### src/rtl/pitch_stabilizer.sv
// Debounces the raw FFT peak-bin stream into a committed pitch and
// converts the committed bin to integer Hz through a 2-stage pipeline.
module pitch_stabilizer #(
    parameter int NSamples     = 1024,
    parameter int FS_HZ        = 48000,
    parameter int FW           = 16,
    parameter int STABLE_COUNT = 3,
    parameter int TOLERANCE    = 1,
    parameter int MIN_BIN      = 2,
    localparam int PW          = $clog2(NSamples)
) (
    input  logic          fft_clk,
    input  logic          reset,
    input  logic [PW-1:0] pitch_input_data,
    input  logic          pitch_input_valid,
    output logic [PW-1:0] pitch_bin_data,
    output logic [FW-1:0] pitch_hz_data,
    output logic          pitch_hz_valid,
    output logic          pitch_locked
);

    localparam int PRW = PW + $clog2(FS_HZ + 1);
    localparam int QW  = PRW - PW;
    localparam int CW  = $clog2(STABLE_COUNT + 1);
    localparam logic [CW-1:0] SC = CW'(STABLE_COUNT);

    typedef enum logic [1:0] {IDLE, TRACK, LOCKED} state_t;

    state_t         state_q, state_d;
    logic [PW-1:0]  cand_q, cand_d;
    logic [CW-1:0]  match_q, match_d;
    logic [CW-1:0]  silent_q, silent_d;
    logic           held_q, held_d;

    logic           c_v_q, c_v_d;
    logic [PW-1:0]  c_bin_q, c_bin_d;
    logic           c_lk_q, c_lk_d;

    logic           p_v_q;
    logic [PW-1:0]  p_bin_q;
    logic           p_lk_q;
    logic [PRW-1:0] prod_q;

    logic [PW-1:0]  bin_q;
    logic [FW-1:0]  hz_q;
    logic           pulse_q;
    logic           lock_q;

    logic          silent;
    logic          match;
    logic          sil_hit;
    logic [PW-1:0] diff;
    logic [CW-1:0] match_inc;
    logic          lock_hit;
    logic [QW-1:0] hz_full;
    logic          hz_sat;
    logic [FW-1:0] hz_d;

    always_comb begin
        silent    = int'(pitch_input_data) < MIN_BIN;
        diff      = (pitch_input_data >= cand_q) ? pitch_input_data - cand_q
                                                 : cand_q - pitch_input_data;
        match     = !silent && (state_q != IDLE) && (int'(diff) <= TOLERANCE);
        match_inc = match_q + CW'(1);
        lock_hit  = match && (state_q == TRACK) && (match_inc == SC);
        // Release fires only on the step into saturation, not while held there.
        sil_hit   = pitch_input_valid && silent && held_q
                    && (silent_q == SC - CW'(1));
    end

    always_ff @(posedge fft_clk) begin
        if (reset) begin
            state_q  <= IDLE;
            cand_q   <= '0;
            match_q  <= '0;
            silent_q <= '0;
            held_q   <= 1'b0;
            c_v_q    <= 1'b0;
            c_bin_q  <= '0;
            c_lk_q   <= 1'b0;
        end else begin
            state_q  <= state_d;
            cand_q   <= cand_d;
            match_q  <= match_d;
            silent_q <= silent_d;
            held_q   <= held_d;
            c_v_q    <= c_v_d;
            c_bin_q  <= c_bin_d;
            c_lk_q   <= c_lk_d;
        end
    end

    always_comb begin
        state_d  = state_q;
        cand_d   = cand_q;
        match_d  = match_q;
        silent_d = silent_q;
        if (pitch_input_valid) begin
            if (silent) begin
                silent_d = (silent_q == SC) ? silent_q : silent_q + CW'(1);
                if (sil_hit || state_q == TRACK) begin
                    state_d = IDLE;
                    match_d = '0;
                end
            end else begin
                silent_d = '0;
                if (match) begin
                    if (state_q == TRACK) begin
                        match_d = match_inc;
                        if (lock_hit) state_d = LOCKED;
                    end
                end else begin
                    cand_d  = pitch_input_data;
                    match_d = CW'(1);
                    state_d = (STABLE_COUNT == 1) ? LOCKED : TRACK;
                end
            end
        end
    end

    always_comb begin
        c_v_d   = 1'b0;
        c_bin_d = '0;
        c_lk_d  = 1'b0;
        if (sil_hit) begin
            c_v_d = 1'b1;
        end else if (pitch_input_valid && lock_hit) begin
            c_v_d   = 1'b1;
            c_bin_d = cand_q;
            c_lk_d  = 1'b1;
        end else if (pitch_input_valid && !silent && !match
                     && STABLE_COUNT == 1) begin
            c_v_d   = 1'b1;
            c_bin_d = pitch_input_data;
            c_lk_d  = 1'b1;
        end
        held_d = c_v_d ? c_lk_d : held_q;
    end

    always_comb begin
        hz_full = prod_q[PRW-1:PW];
        hz_sat  = (QW > FW) ? |(hz_full >> FW) : 1'b0;
        hz_d    = hz_sat ? '1 : FW'(hz_full);
    end

    always_ff @(posedge fft_clk) begin
        if (reset) begin
            p_v_q   <= 1'b0;
            p_bin_q <= '0;
            p_lk_q  <= 1'b0;
            prod_q  <= '0;
            bin_q   <= '0;
            hz_q    <= '0;
            pulse_q <= 1'b0;
            lock_q  <= 1'b0;
        end else begin
            p_v_q   <= c_v_q;
            p_bin_q <= c_bin_q;
            p_lk_q  <= c_lk_q;
            prod_q  <= PRW'(c_bin_q) * PRW'(FS_HZ);
            pulse_q <= p_v_q;
            if (p_v_q) begin
                bin_q  <= p_bin_q;
                hz_q   <= hz_d;
                lock_q <= p_lk_q;
            end
        end
    end

    assign pitch_bin_data = bin_q;
    assign pitch_hz_data  = hz_q;
    assign pitch_hz_valid = pulse_q;
    assign pitch_locked   = lock_q;

endmodule

### config.mk
export PLATFORM = sky130hd
export DESIGN_NAME = pitch_stabilizer
export DESIGN_NICKNAME = d
export VERILOG_FILES = /design/src/rtl/pitch_stabilizer.sv
export SDC_FILE = /design/constraint.sdc
export NUM_CORES = 1
export LEC_CHECK = 0
export ABC_AREA = 1
export BUFFER_PORTS_ARGS = -buffer_cell sky130_fd_sc_hd__buf_2
export CAP_MARGIN = 20
export CORE_ASPECT_RATIO = 0.9
export CORE_UTILIZATION = 56
export DETAILED_ROUTE_END_ITERATION = 8
export PLACE_DENSITY = 0.79
export SKIP_CTS_REPAIR_TIMING = 1
export SLEW_MARGIN = 20
export SYNTH_ARGS = -nofsm -noshare
export SYNTH_HDL_FRONTEND = slang
export SYNTH_SLANG_ARGS = --single-unit
### constraint.sdc
create_clock -name fft_clk -period 3.88 [get_ports fft_clk]
set_input_delay 0.582 -clock fft_clk [delete_from_list [all_inputs] [get_ports fft_clk]]
set_output_delay 0.582 -clock fft_clk [all_outputs]
set_load 0.005 [all_outputs]
==> results of run 1 <==
-- where the power goes --
part           switching (mW)  total (mW)  internal [mW]
clock                   0.371       0.875          0.504
sequential            0.00554       0.886          0.881
combinational           0.179       0.265         0.0862
-- synthesized netlist by cell type (3+ instances only) --
master	number
inv_1	140
ha_1	72
clkbuf_1	11
nor2_4	3
inv_2	5
nor3_1	6
a21oi_1	51
o21ai_1	9
nand3_1	31
nand2_2	7
fa_1	40
nand2_1	115
o21ai_0	45
nor3_2	7
nor2_1	90
buf_6	3
o21a_1	4
dfxtp_1	85
buf_1	3
-- how the worst max path moves through the flow --
stage,to,slack [ps],cells past startpoint
6_report,prod_q[23]$_SDFF_PP0_,-8,19
5_1_grt,prod_q[23]$_SDFF_PP0_,-180,19
4_1_cts,prod_q[23]$_SDFF_PP0_,-150,15
3_5_place_dp,prod_q[23]$_SDFF_PP0_,-80,15
3_3_place_gp,prod_q[23]$_SDFF_PP0_,30,15
2_1_floorplan,prod_q[23]$_SDFF_PP0_,-10,15
-- metrics by stage --
step | hold WS [ps] | std cells | setup WS (ps)
after global routing | 432 | 936 | -175
after global placement | 391 | 920 | 31.7
after floorplan | 388 | 752 | -10.4
after detailed placement | 403 | 920 | -83.7
after CTS | 411 | 936 | -147
final | 411 | 936 | -7.83
-- cell type report --
type                       instances  area, um2
clock buffer                      10        229
clock inverter                     6       70.1
fill                             809       3530
inverter                         145        544
multi-input combinational        501       3640
sequential                        85       1710
tap                              129        161
timing repair buffer              60        354
-- logic make-up (layout without fill, tap and decap cells) --
group	count (synthesis)	count (layout)
AO/OA/AOI/OAI	116	116
adder cells (fa/ha/maj)	112	112
AND/OR/NAND/NOR	270	270
XOR/XNOR	3	3
buffers and inverters	166	221
flip-flops	85	85
-- worst max-delay path, cell delays in order, from the launching register on --
cell     delay (ps)
dfxtp_4         370
fa_1            570
inv_2            40
fa_1            490
inv_2            50
ha_4            250
inv_1            40
fa_1            490
inv_2            50
ha_4            270
nand2_1          80
nand2_2         100
a21oi_4          70
o21ai_2         160
inv_1            70
o21ai_2         160
a31oi_1         120
o21ai_1         200
o21ai_1         100
a21oi_1         140
-- registers in the layout, summed over array words and instances, names as in the netlist --
name and cells:
c_bin_q 10, c_lk_q 1, c_v_q 1, cand_q 10, held_q 1, match_q 2, p_bin_q 10, p_lk_q 1
p_v_q 1, pitch_bin_data 10, pitch_hz_data 16, pitch_hz_valid 1, pitch_locked 1, prod_q 16, silent_q 2, state_q 2
-- per-layer routing --
metal / vias up / wire length, um / track usage [%]
li1: 2453 / - / -
met3: 28 / 743 / 6.29
met5: - / 0 / 0
met4: 0 / 210 / 6.97
met1: 2265 / 6080 / 33.0
met2: 156 / 6280 / 40.0
==> impl_results.md, run 1 <==
- Hold EP: p_lk_q$_SDFF_PP0_
- CTS max path bufs: 2
- PwrDens: ~300 mW/mm2
- Clock latency on the worst-skew pair: between 300 and 400 ps
- Synth top area share: 28.9%
- DRC viols: 0
- Layout area overhead: 14.2%
- Clock sink count: 85
- Achievable Freq: 257 MHz
- Leading area contributor after synthesis: dfxtp_1
- Setup slack, reg-to-reg: -8 ps
- Mapped Area: between 0.005 and 0.006 mm2
- Min cycle time layout: between 3000 and 4000 ps
- CP startpoint: c_bin_q[6]$_SDFF_PP0_
- GRT Util Overall: between 20% and 30%
- Worst Hold Depth: 2
- Reg2reg path depth: 19
- Critical path class: reg -> reg
- CTS H-tree lvls: 3
- Total power: around 2.0 mW
- Largest family of logic cells by synthesized area: adder cells
- Top cells by area, synth: dfxtp_1 29%, ha_1 15%, fa_1 14%
- Max FO, Critical Path: 4
- Maxcap violations: 0
- Routed len/inst: 14.2 um
- Library cells used by synthesis: 34
- Leak: 3.59 nW
- Finish-stage setup viols: 1
- Post-layout nets: 927
- Compound-Gate Fraction of Synth Area: 10.3%
- Top Ports: 41
- Commonest non-fill, non-tap cell in the layout: inv_1
- I/O Buffers: 40
- Vias: ~4900
- Mapped Avg Cell Area: 7.82 um2
- Worst slew pin tran: a little over 600 ps
- Worst r2r src: c_bin_q[6]$_SDFF_PP0_
- Fin worst setup slack: -7.83 ps
- Hold violation count in the final report: 0
- GPL Wtd Cong: roughly 0.91
- CP arrival: ~4200 ps
- Area of the core: 0.0102 mm2
- Area after DPL: between 0.006 and 0.007 mm2
- Post-route ant nets: 0
- Die Area: 0.0109 mm2
- Post-synthesis sequential area ratio: 28.9%
- FP Rows: 35
- Register clock-pin slew on the reported worst setup and hold paths: about 60 ps
- Vias/cell: 5.24
- CTS buffer count: 9
- Post-Route WL: between 10000 and 15000 um
- Initial drt markers: 461
- R2r endpoint: prod_q[23]$_SDFF_PP0_
- Clock skew: 7.57 ps
- Root Driver: clkbuf_16
- First-pass GRT wire length: between 20000 and 25000 um
- Multiplexer share of the synthesized area: 0%
- Initial Utilization: between 50% and 60%
- GRT overflow: 0
- Post-synth top flop: dfxtp_1
- Fin crit share: 100%
- Share of layout cells above drive strength 1: between 10% and 20%
- CP endpoint kind: flop
- # diodes: 0
- Status: complete, but fails checks
- Pre-antenna DRT Iters: 5
- Required time of the critical path: about 4200 ps
- Worst hold path class: reg -> reg
- Failing checks: negative setup slack
- Ys async rst share: 0%
- Fin area: about 0.0067 mm2
- Post-Synth Adder-Cell Area: ~29%
- Die span in x: 110 um
- Post-Synth XOR/XNOR Area: less than 1%
- Commonest non-fill, non-tap cells in the layout: 136 x inv_1, 114 x nand2_1, 90 x nor2_1
- DP Wirelength: approximately 9700 um
- Core Util, Final: 65.6%
- EDFF count, synth: 0
- Fin. max-slew vios: 0
- Max-slew headroom: 58.7%
- HP Start: c_lk_q$_SDFF_PP0_
- Setup_tns: -7.83 ps
- Largest net degree at the start of global routing: 35
- RSZ-0062 raised after global routing: true
- Die Ht: slightly below 100 um
- #FFs+latches synth: 85
- Startpoint types: flop
- Simple-gate share of the synthesized area: between 20% and 30%
- Cells after Synth: between 700 and 800
- Synthesized net count: 877
- Vias in the first global route: 4695
- CTS tree: yes
- VDD IR max: approximately 260 uV
- Syn. warnings: 0
- Initial antenna violation count: 0
Power figures use the tool's default switching activity.
==> inputs of run 2 (changes only) <==
CELL_PAD_IN_SITES_DETAIL_PLACEMENT = 0   (was not set)
CELL_PAD_IN_SITES_GLOBAL_PLACEMENT = 1   (was not set)
CORE_UTILIZATION = 41   (was 56)
PLACE_DENSITY = 0.77   (was 0.79)
TNS_END_PERCENT = 30   (was not set)
==> run 2 against run 1 <==
  * Sequential power hardly changed
  * Critical path depth down 4
  * The flow now finishes without violations
  * Die area up 36%
  * Combinational power down 2%
  * Fmax up 3.7%
  * Largest power group is now clock
  * Global-route usage is 6.3 points lower
  * Highest routed layer unchanged
  * Cell area is 1.6% higher
  * Sequential share of layout area shrank 0.41 points
  * Wire length decreased by 4.6%
  * Clock skew down 1.7 ps
  * Setup slack gained 140 ps
==> impl_results.md, run 2 (same netlist as run 1, synthesis figures left out) <==
- Status: complete, no violations
- Setup_tns: 0 ps
- Share of layout cells above drive strength 1: 16.6%
- First-pass GRT wire length: between 20000 and 25000 um
- Worst hold path class: reg -> reg
- Startpoint types: flop
- Clock latency on the worst-skew pair: 350 ps
- WP buf/inv: 3
- Initial antenna violation count: 0
- DRC viols: 0
- Post-Route WL: 12700 um
- Leak: around 3.6 nW
- GRT Util Overall: between 10% and 20%
- Post-route ant nets: 0
- Top Ports: 41
- Register clock-pin slew on the reported worst setup and hold paths: 70 ps
- GPL Wtd Cong: ~0.86
- Root Driver: clkbuf_16
- CP endpoint kind: flop
- VDD IR max: approximately 180 uV
- Vias: around 4700
- GRT overflow: 0
- Clock sink count: between 80 and 90
- Min cycle time layout: ~3700 ps
- Fillers: 1364
- Critical path class: reg -> reg
- Slowest CP cell: fa_1
- CP startpoint: c_bin_q[5]$_SDFF_PP0_
- Clock skew: about 5.8 ps
- Largest net degree at the start of global routing: 30
- Max FO, Critical Path: 4
- Slowest stage delay, CP: 540 ps
- Worst slew pin tran: ~760 ps
- Vias/cell: 4.72
- Initial Utilization: a little over two fifths
- Maxcap violations: 0
- Layout area overhead: 16.1%
- Fin crit share: 96.6%
- Die span in x: ~130 um
- Worst r2r src: c_bin_q[5]$_SDFF_PP0_
- Fin worst setup slack: around 130 ps
- Worst path most repeated cell: fa_1
- DP Wirelength: approximately 10000 um
- Required time of the critical path: approximately 4200 ps
- Vias in the first global route: approximately 4500
- Cell count after placement: about 990
- CP delay by family, top: adder cells
- CP Cell Sequence: fa_1, inv_1, fa_1, fa_1, fa_1, inv_2, ha_4, a21oi_2, o21ai_2, inv_1, o21ai_2, a31oi_2, o21ai_1, o21ai_1, a21oi_1
- FP Rows: slightly above 40
- Commonest non-fill, non-tap cell in the layout: inv_1
- Final worst hold slack: slightly above 400 ps
- PwrDens: slightly above 300 mW/mm2
- Area of the core: ~0.014 mm2
- CTS tree: yes
- Initial drt markers: ~250
- CTS buffer count: 9
- RSZ-0062 raised after global routing: true
- Finish-stage setup viols: 0
- Hold violation count in the final report: 0
- Post-route insts no fill: roughly 1000
- Fin. max-slew vios: 0
- Die Area: ~0.015 mm2
- CTS max path bufs: 2
- Commonest non-fill, non-tap cells in the layout: 138 x inv_1, 115 x nand2_1, 90 x nor2_1
- Max-slew headroom: 49.1%
- HP Start: c_v_q$_SDFF_PP0_
- Die Ht: roughly 120 um
- Pre-antenna DRT Iters: 5
- Achievable Freq: ~270 MHz
- CTS H-tree lvls: 3
- Post-layout nets: roughly 930
- CP arrival: about 4000 ps
- Pre-CTS setup slack: -78.6 ps
- Routed len/inst: around 13 um
- # diodes: 0
- I/O Buffers: 40
## run 2: cell count changes in the layout (fill, tap and decap cells not counted), moves of 3 or more
cell        before  now
buf_4           19   23
clkinvlp_4       3    0
o21ai_0         37   34
o21ai_1         13   16
## run 2: final cells by class
cell class / instances / area (um2) / area share (%)
Inverter: 145 / 544 / 7.97
Tap cell: 193 / 241 / 3.54
Clock inverter: 7 / 105 / 1.54
Clock buffer: 9 / 225 / 3.30
Timing Repair Buffer: 64 / 384 / 5.63
Sequential cell: 85 / 1710 / 25.1
Multi-Input combinational cell: 501 / 3610 / 52.9
## run 2: tightest hold or removal path, stage by stage (launching register included)
cell and delay (ps):
dfxtp_1 300, inv_1 40, nor2_1 30
## run 2: per-stage QoR
step | cell area, um2 | power [mW] | util [%]
2_1_floorplan | 5880 | 1.11 | -
3_3_place_gp | 6390 | 1.16 | 45.7
3_5_place_dp | 6390 | 1.17 | 45.7
4_1_cts | 6720 | 2.14 | 48.0
5_1_grt | 6830 | 2.21 | 48.8
6_report | 6830 | 2.10 | 48.8
## run 2: report_power, final
group          total (mW)  internal (mW)  switching (mW)
clock network       0.959          0.575           0.384
logic               0.260         0.0856           0.174
registers           0.886          0.880         0.00548
## run 2: layer usage
metal	global-route usage [%]	part of all wire (%)	routed length (um)	vias up
li1	-	-	-	2453
met1	26.1	51	6440	2188
met2	28.8	44	5550	85
met3	4.34	4.5	571	11
met4	4.86	1.0	129	0
met5	0	0	0	-
## run 2: path summary, 6_finish.rpt
| kind | endpoint | slack [ps] | depth (start not counted) |
|---|---|---|---|
| max | prod_q[23]$_SDFF_PP0_ | 130 | 15 |
| min | p_v_q$_SDFF_PP0_ | 410 | 2 |
| max reg2reg | prod_q[23]$_SDFF_PP0_ | 130 | 15 |
| min reg2reg | p_v_q$_SDFF_PP0_ | 410 | 2 |
